===== config.mk =====
export PLATFORM = sky130hd
export DESIGN_NAME = vram_cpu_port
export DESIGN_NICKNAME = d
export VERILOG_FILES = /design/src/rtl/vram_cpu_port.sv
export SDC_FILE = /design/constraint.sdc
export NUM_CORES = 1
export LEC_CHECK = 0
export ABC_CLOCK_PERIOD_IN_PS = 1500
export CAP_MARGIN = 25
export CELL_PAD_IN_SITES_DETAIL_PLACEMENT = 1
export CELL_PAD_IN_SITES_GLOBAL_PLACEMENT = 2
export CORE_MARGIN = 2
export CORE_UTILIZATION = 20
export CTS_BUF_LIST = sky130_fd_sc_hd__clkbuf_4
export CTS_CLUSTER_SIZE = 14
export DETAILED_ROUTE_END_ITERATION = 10
export GPL_ROUTABILITY_DRIVEN = 0
export PLACE_DENSITY = 0.8
export SYNTH_ARGS = -nofsm -noshare
export SYNTH_HDL_FRONTEND = slang
export SYNTH_SLANG_ARGS = --single-unit

===== constraint.sdc =====
create_clock -name clk -period 1.5 [get_ports clk]
set_input_delay 0.15 -clock clk [delete_from_list [all_inputs] [get_ports clk]]
set_output_delay 0.15 -clock clk [all_outputs]
set_load 0.02 [all_outputs]

===== src/rtl/vram_cpu_port.sv =====
// Z80 initiator for the tile RAM port: stalls the CPU with WAIT until the CPU blanking
// window opens, then issues one registered strobe. Optional feature: VRAM_POSTED_WRITE_EN.
module vram_cpu_port #(
  parameter logic [15:0] BASE_ADDR = 16'h7400,
  parameter int          ADDR_W    = 10
) (
  input  logic              clk,
  input  logic              rst_n,
  input  logic              z_mreq_n,
  input  logic              z_rd_n,
  input  logic              z_wr_n,
  input  logic [15:0]       z_addr,
  input  logic [7:0]        z_dout,
  output logic [7:0]        z_din,
  output logic              z_wait_n,
  input  logic              cmpblk,
  input  logic              vram_busy,
  output logic              rdn,
  output logic              wrn,
  output logic              tile_ena,
  output logic [ADDR_W-1:0] addr,
  output logic [7:0]        din,
  input  logic [7:0]        dout
);

  typedef enum logic [2:0] {IDLE, WAITWIN, ACCESS, CAPTURE, DONE} state_t;

  state_t state, next_state;
  logic   sel, window, cpu_write, op_write;
  logic   load_op, post, drain, draining;

  assign sel       = ~z_mreq_n & (~z_rd_n | ~z_wr_n) &
                     (z_addr[15:ADDR_W] == BASE_ADDR[15:ADDR_W]);
  assign window    = cmpblk & ~vram_busy;
  assign cpu_write = ~z_wr_n;
  // A write posted in this very cycle must not pull WAIT low even for one cycle.
  assign z_wait_n  = ~(rst_n & sel & (state != DONE) & ~post);

`ifdef VRAM_POSTED_WRITE_EN
  logic              buf_valid;
  logic [ADDR_W-1:0] buf_addr;
  logic [7:0]        buf_data;
`endif

  always_comb begin
    next_state = state;
    load_op    = 1'b0;
    post       = 1'b0;
    drain      = 1'b0;
    case (state)
      IDLE: begin
`ifdef VRAM_POSTED_WRITE_EN
        if (buf_valid && window) begin
          next_state = ACCESS;
          drain      = 1'b1;
        end else if (sel && cpu_write && !buf_valid) begin
          next_state = DONE;
          post       = 1'b1;
        end else if (sel) begin
          next_state = WAITWIN;
        end
`else
        if (sel) next_state = WAITWIN;
`endif
      end
      WAITWIN: begin
`ifdef VRAM_POSTED_WRITE_EN
        // A pending posted write always drains before the waiting access, keeping order.
        if (buf_valid && window) begin
          next_state = ACCESS;
          drain      = 1'b1;
        end else if (!sel) begin
          next_state = IDLE;
        end else if (!buf_valid && window) begin
          next_state = ACCESS;
          load_op    = 1'b1;
        end
`else
        if (!sel) begin
          next_state = IDLE;
        end else if (window) begin
          next_state = ACCESS;
          load_op    = 1'b1;
        end
`endif
      end
      ACCESS: begin
        if (!sel || draining) next_state = IDLE;
        else if (op_write)    next_state = DONE;
        else                  next_state = CAPTURE;
      end
      CAPTURE: next_state = sel ? DONE : IDLE;
      DONE:    if (!sel) next_state = IDLE;
      default: next_state = IDLE;
    endcase
  end

  always_ff @(posedge clk) begin
    if (!rst_n) begin
      state    <= IDLE;
      rdn      <= 1'b1;
      wrn      <= 1'b1;
      tile_ena <= 1'b0;
      addr     <= '0;
      din      <= '0;
      z_din    <= '0;
      op_write <= 1'b0;
    end else begin
      state    <= next_state;
      rdn      <= ~(load_op & ~cpu_write);
      wrn      <= ~((load_op & cpu_write) | drain);
      tile_ena <= load_op | drain;
      if (load_op) begin
        addr     <= z_addr[ADDR_W-1:0];
        din      <= z_dout;
        op_write <= cpu_write;
      end
`ifdef VRAM_POSTED_WRITE_EN
      if (drain) begin
        addr     <= buf_addr;
        din      <= buf_data;
        op_write <= 1'b1;
      end
`endif
      if (state == CAPTURE) z_din <= dout;
    end
  end

`ifdef VRAM_POSTED_WRITE_EN
  always_ff @(posedge clk) begin
    if (!rst_n) begin
      buf_valid <= 1'b0;
      buf_addr  <= '0;
      buf_data  <= '0;
      draining  <= 1'b0;
    end else begin
      if (post) begin
        buf_valid <= 1'b1;
        buf_addr  <= z_addr[ADDR_W-1:0];
        buf_data  <= z_dout;
      end else if (drain) begin
        buf_valid <= 1'b0;
      end
      draining <= drain;
    end
  end
`else
  assign draining = 1'b0;
`endif

endmodule


==> results.md <==
Route:
- After detailed routing, the number of remaining DRC violations is 0.
- The first TritonRoute pass finished after 3 iterations.
- The number of antenna-violating nets in the routed design is 0.
- The final layout contains routed wiring with a total length of ~3600 µm.
- After detailed routing, the average wire length per cell comes to between 10 and 15 µm.
- The detailed router finished its first iteration with 17 violations.
- The average vias per placed instance is between 4 and 5.
- The count of vias placed by the detailed router is between 1000 and 1500.

Yosys:
- By area the synthesized netlist is led by dfxtp_1 (49%), mux2i_1 (19%), nand2_1 (11%), nor2b_1 (4.2%), buf_12 (3.0%).
- The share of the synthesized area in the top cell type is about half.
- The synthesized design contains 33 register bits.
- Summing the sequential cell areas from Yosys gives 48.9% of the chip area.
- The cell area that synthesis handed to floorplanning was approximately 0.0014 mm².
- The leading area contributor after synthesis is dfxtp_1.
- By count the netlist is led by nand2_1 (39), dfxtp_1 (33), mux2i_1 (26), nor2b_1 (9), clkbuf_1 (5).
- The post-synthesis cell count is 139.
- After synthesis, the mean cell area works out to a little under 10 µm².
- nand2_1 is the most common cell in the netlist.
- For this run, the number of Yosys warnings is 0.
- For this run, the leading register cell type out of synthesis is dfxtp_1.
- The number of synthesized flops with an enable pin is 0.
- In the synthesized netlist the async set-or-reset flop fraction comes to 0%.
- The net count after synthesis is about 180.
- The number of distinct library cells after synthesis is 24.

Timing:
- The final hold violation count is 0.
- The clock tree skew after final layout is approximately 0.0099 ns.
- The maximum clock rate is roughly 0.66 GHz.
- Setup repair after global routing could not meet its margin everywhere.
- Across all setup checks in the final design, the least slack found is -0.0171 ns.
- At the pin with the least slew margin, the transition time is 0.241 ns.
- Across all hold checks on the routed design, the worst slack comes to 0.358 ns.
- The max-slew violation count is 0.
- In the finished design, the share of the clock period the worst path needs comes to 101%.
- Setup violations remaining at the end of the flow were counted as 4.
- The worst pin sits at a relative slew slack of 83.9%.
- Subtracting the final worst setup slack from the clock period gives 1.52 ns.

Setup path:
- In this run the worst path has a maximum fanout of 8.
- The critical path launch point is state[1]$_SDFFE_PN0P_.
- The endpoint required time on the critical path is around 1.8 ns.
- The worst-path cell with the longest stage delay is dfxtp_2.
- The worst setup path is captured at a register.
- The kind of start point of the critical path is a register.
- The origin of the critical flop-to-flop path is state[1]$_SDFFE_PN0P_.
- The kind of cell with the highest combined delay along the critical path is simple AND/OR/NAND/NOR gates.
- Counting both buffers and inverters, the worst setup path holds a total of 2.
- STA puts the critical path data arrival time at approximately 1.8 ns.
- The signal on the critical path passes through buf_6 > nor3b_4 > and3_4 > and3_4 > clkbuf_16 > mux2i_1.
- The cell seen most often among critical-path stages is and3_4.
- The worst setup path is of the reg -> reg kind.
- In this design, the stage delay of the slowest critical-path cell is about 0.34 ns.

Run status:
- The flow ran to the end, but the final reports show violations.
- The checks that failed: negative setup slack.

Die:
- The die is between 80 and 90 µm wide.
- The core box area is between 0.006 and 0.007 mm².
- The number of rows in the core area is 29.
- Pin placement for this block handled 69 I/O pins.
- The die covers about 0.0074 mm².
- The starting utilization of the core area is around a fifth.
- From bottom edge to top edge, the die measures ~86 µm.

Hold path:
- The worst hold path belongs to the class in -> reg.
- The startpoint of the tightest hold check path is z_addr[9].

Global routing:
- The aggregate global-route resource usage is 9.69%.
- The via count of the first global-routing pass is ~1300.
- The number of antenna violations at the first check in global routing was 0.
- For this run the aggregate overflow at the end of global routing stands at 0.
- The wire length of the first global-routing pass is around 5700 µm.
- Entering global routing, the biggest net connects 29 pins.

Clock network:
- The clock-pin transition on the worst setup and hold timing paths is between 0.1 and 0.15 ns.
- No sink is reached through more buffers than the 2 on the longest clock path.
- The clock sink total is 33.
- The total CTS buffers is 5.
- For the worst-skew pair, the clock arrives at the later sink with an insertion delay of around 0.32 ns.
- The number of H-tree branching levels is 2.
- Clock tree synthesis selected as its root buffer the cell clkbuf_4.
- The clock tree from TritonCTS is built.

Placement:
- Timing analysis after detailed placement gives a worst setup slack of -0.297 ns.
- During placement, the flow inserted port buffers numbering between 60 and 70.
- After legalization and detailed placement, the total HPWL measured around 2500 µm.

Layout:
- The final layout net count is roughly 260.
- Of the cells placed in the final design, the portion with a size suffix greater than 1 is a little over an eighth.
- In the final layout, flip-flops and latches occupy about 660 µm².
- The filler cells instantiated in the layout total 734.
- The number of antenna diodes in the final layout is 0.
- The post-synthesis to final-layout area growth is 72.6%.
- In the final layout, the multi-input gates occupy ~630 µm².

Flow run:
- The max-capacitance violation count is 0.

Power:
- For this design the static power due to leakage is 1.00 nW.
- Combinational logic burns 10.5% of the power.
- The clock network accounts for about a third of the total power.
- Per report_power, the sequential group accounts for 57.6% of the total.
- The share of total power consumed by net switching is 22.6%.
- The worst-case IR drop observed on VDD is approximately 0.00022 V.
- The design draws ~1.5 mW.
- Cell internal power was estimated by the tool at between 1 and 1.5 mW.
- The analysis attributes to net switching a power of ~0.34 mW.
- The power per standard cell area is about 650 mW/mm².
==> layer usage <==
layer | vias to the layer above | GRT usage [%] | routed length, µm
met2 | 40 | 16.1 | 1690
li1 | 628 | - | -
met3 | 5 | 3.81 | 290
met4 | 0 | 4.26 | 32
met1 | 575 | 11.0 | 1600
met5 | - | 0 | 0
==> cell families after synthesis <==
family | Yosys count | synth area share [%]
AO/OA/AOI/OAI | 6 | 2.41
buffers and inverters | 9 | 4.91
flip-flops | 33 | 48.9
multiplexers | 26 | 19.3
AND/OR/NAND/NOR | 65 | 24.5
==> final cells by class <==
cell class                 count  area share, %
tap                           77           4.13
inverter                       2          0.322
multi-input combinational     97           27.2
clock inverter                 1          0.161
timing repair buffer          84           37.9
sequential                    33           28.4
clock buffer                   6           1.93
==> per-stage QoR <==
stage / cell area (µm²) / util (%) / setup TNS (ns) / instances
floorplan: 1350 / - / 0 / 139
global placement: 2190 / 33.9 / -4.53 / 290
detailed placement: 2190 / 33.9 / -4.98 / 290
CTS: 2240 / 34.8 / -0.962 / 297
global route: 2330 / 36.1 / -1.41 / 300
finish: 2330 / 36.1 / -0.0484 / 300
==> flip-flops by register name (all words and copies together) (netlist names) <==
name and count:
addr 10, din 8, op_write 1, rdn 1, state 3, tile_ena 1
wrn 1, z_din 8
==> tightest hold or removal path: cells and delay by family <==
kind	cells	cell delay [ns]
multiplexers	1	0.05
buffers and inverters	1	0.39
AND/OR/NAND/NOR	1	0.05
==> power by group through the flow <==
| stage | sequential [mW] | clock (mW) | combinational, mW |
|---|---|---|---|
| after floorplan | 0.896 | 0 | 0.0374 |
| after global placement | 0.896 | 0 | 0.155 |
| after detailed placement | 0.896 | 0 | 0.157 |
| after CTS | 0.876 | 0.524 | 0.160 |
| after global routing | 0.876 | 0.560 | 0.174 |
| final | 0.876 | 0.485 | 0.160 |
==> cells in the final DEF, fill, tap and decap left out <==
cell / instances
buf_4: 11
nor3b_1: 1
dfxtp_2: 1
nand4bb_1: 1
dfxtp_1: 32
mux2i_2: 1
and3_4: 2
nand4b_1: 1
dlymetal6s2s_1: 7
inv_1: 2
clkbuf_16: 2
clkdlybuf4s50_1: 60
nor3_2: 1
clkbuf_4: 6
or3_1: 1
nor3b_4: 1
o21ai_1: 1
mux2i_1: 25
and3_1: 1
nand3_1: 2
buf_12: 2
o211ai_1: 1
nor2b_1: 9
nor3_1: 2
clkinv_1: 1
nand2_1: 39
a21oi_1: 4
nor2_1: 1
nand2b_1: 1
nand4_1: 1
nand3b_1: 1
buf_6: 2
==> worst paths after layout <==
path | endpoint | depth (start not counted) | slack (ns)
worst min-delay path | addr[9]$_SDFFE_PN0N_ | 3 | 0.36
worst max-delay path | addr[5]$_SDFFE_PN0N_ | 6 | -0.02
worst max register to register | addr[5]$_SDFFE_PN0N_ | 6 | -0.02
worst min register to register | addr[0]$_SDFFE_PN0N_ | 2 | 0.46
==> timing repair <==
item                       4_1_cts  5_1_grt
gates resized for setup          6       11
hold buffers                     0        0
setup endpoints to repair       18       26
pin swaps                        0        4
gates cloned                     0        2
buffers inserted                 0        1
(Power assumes the default switching activity.)
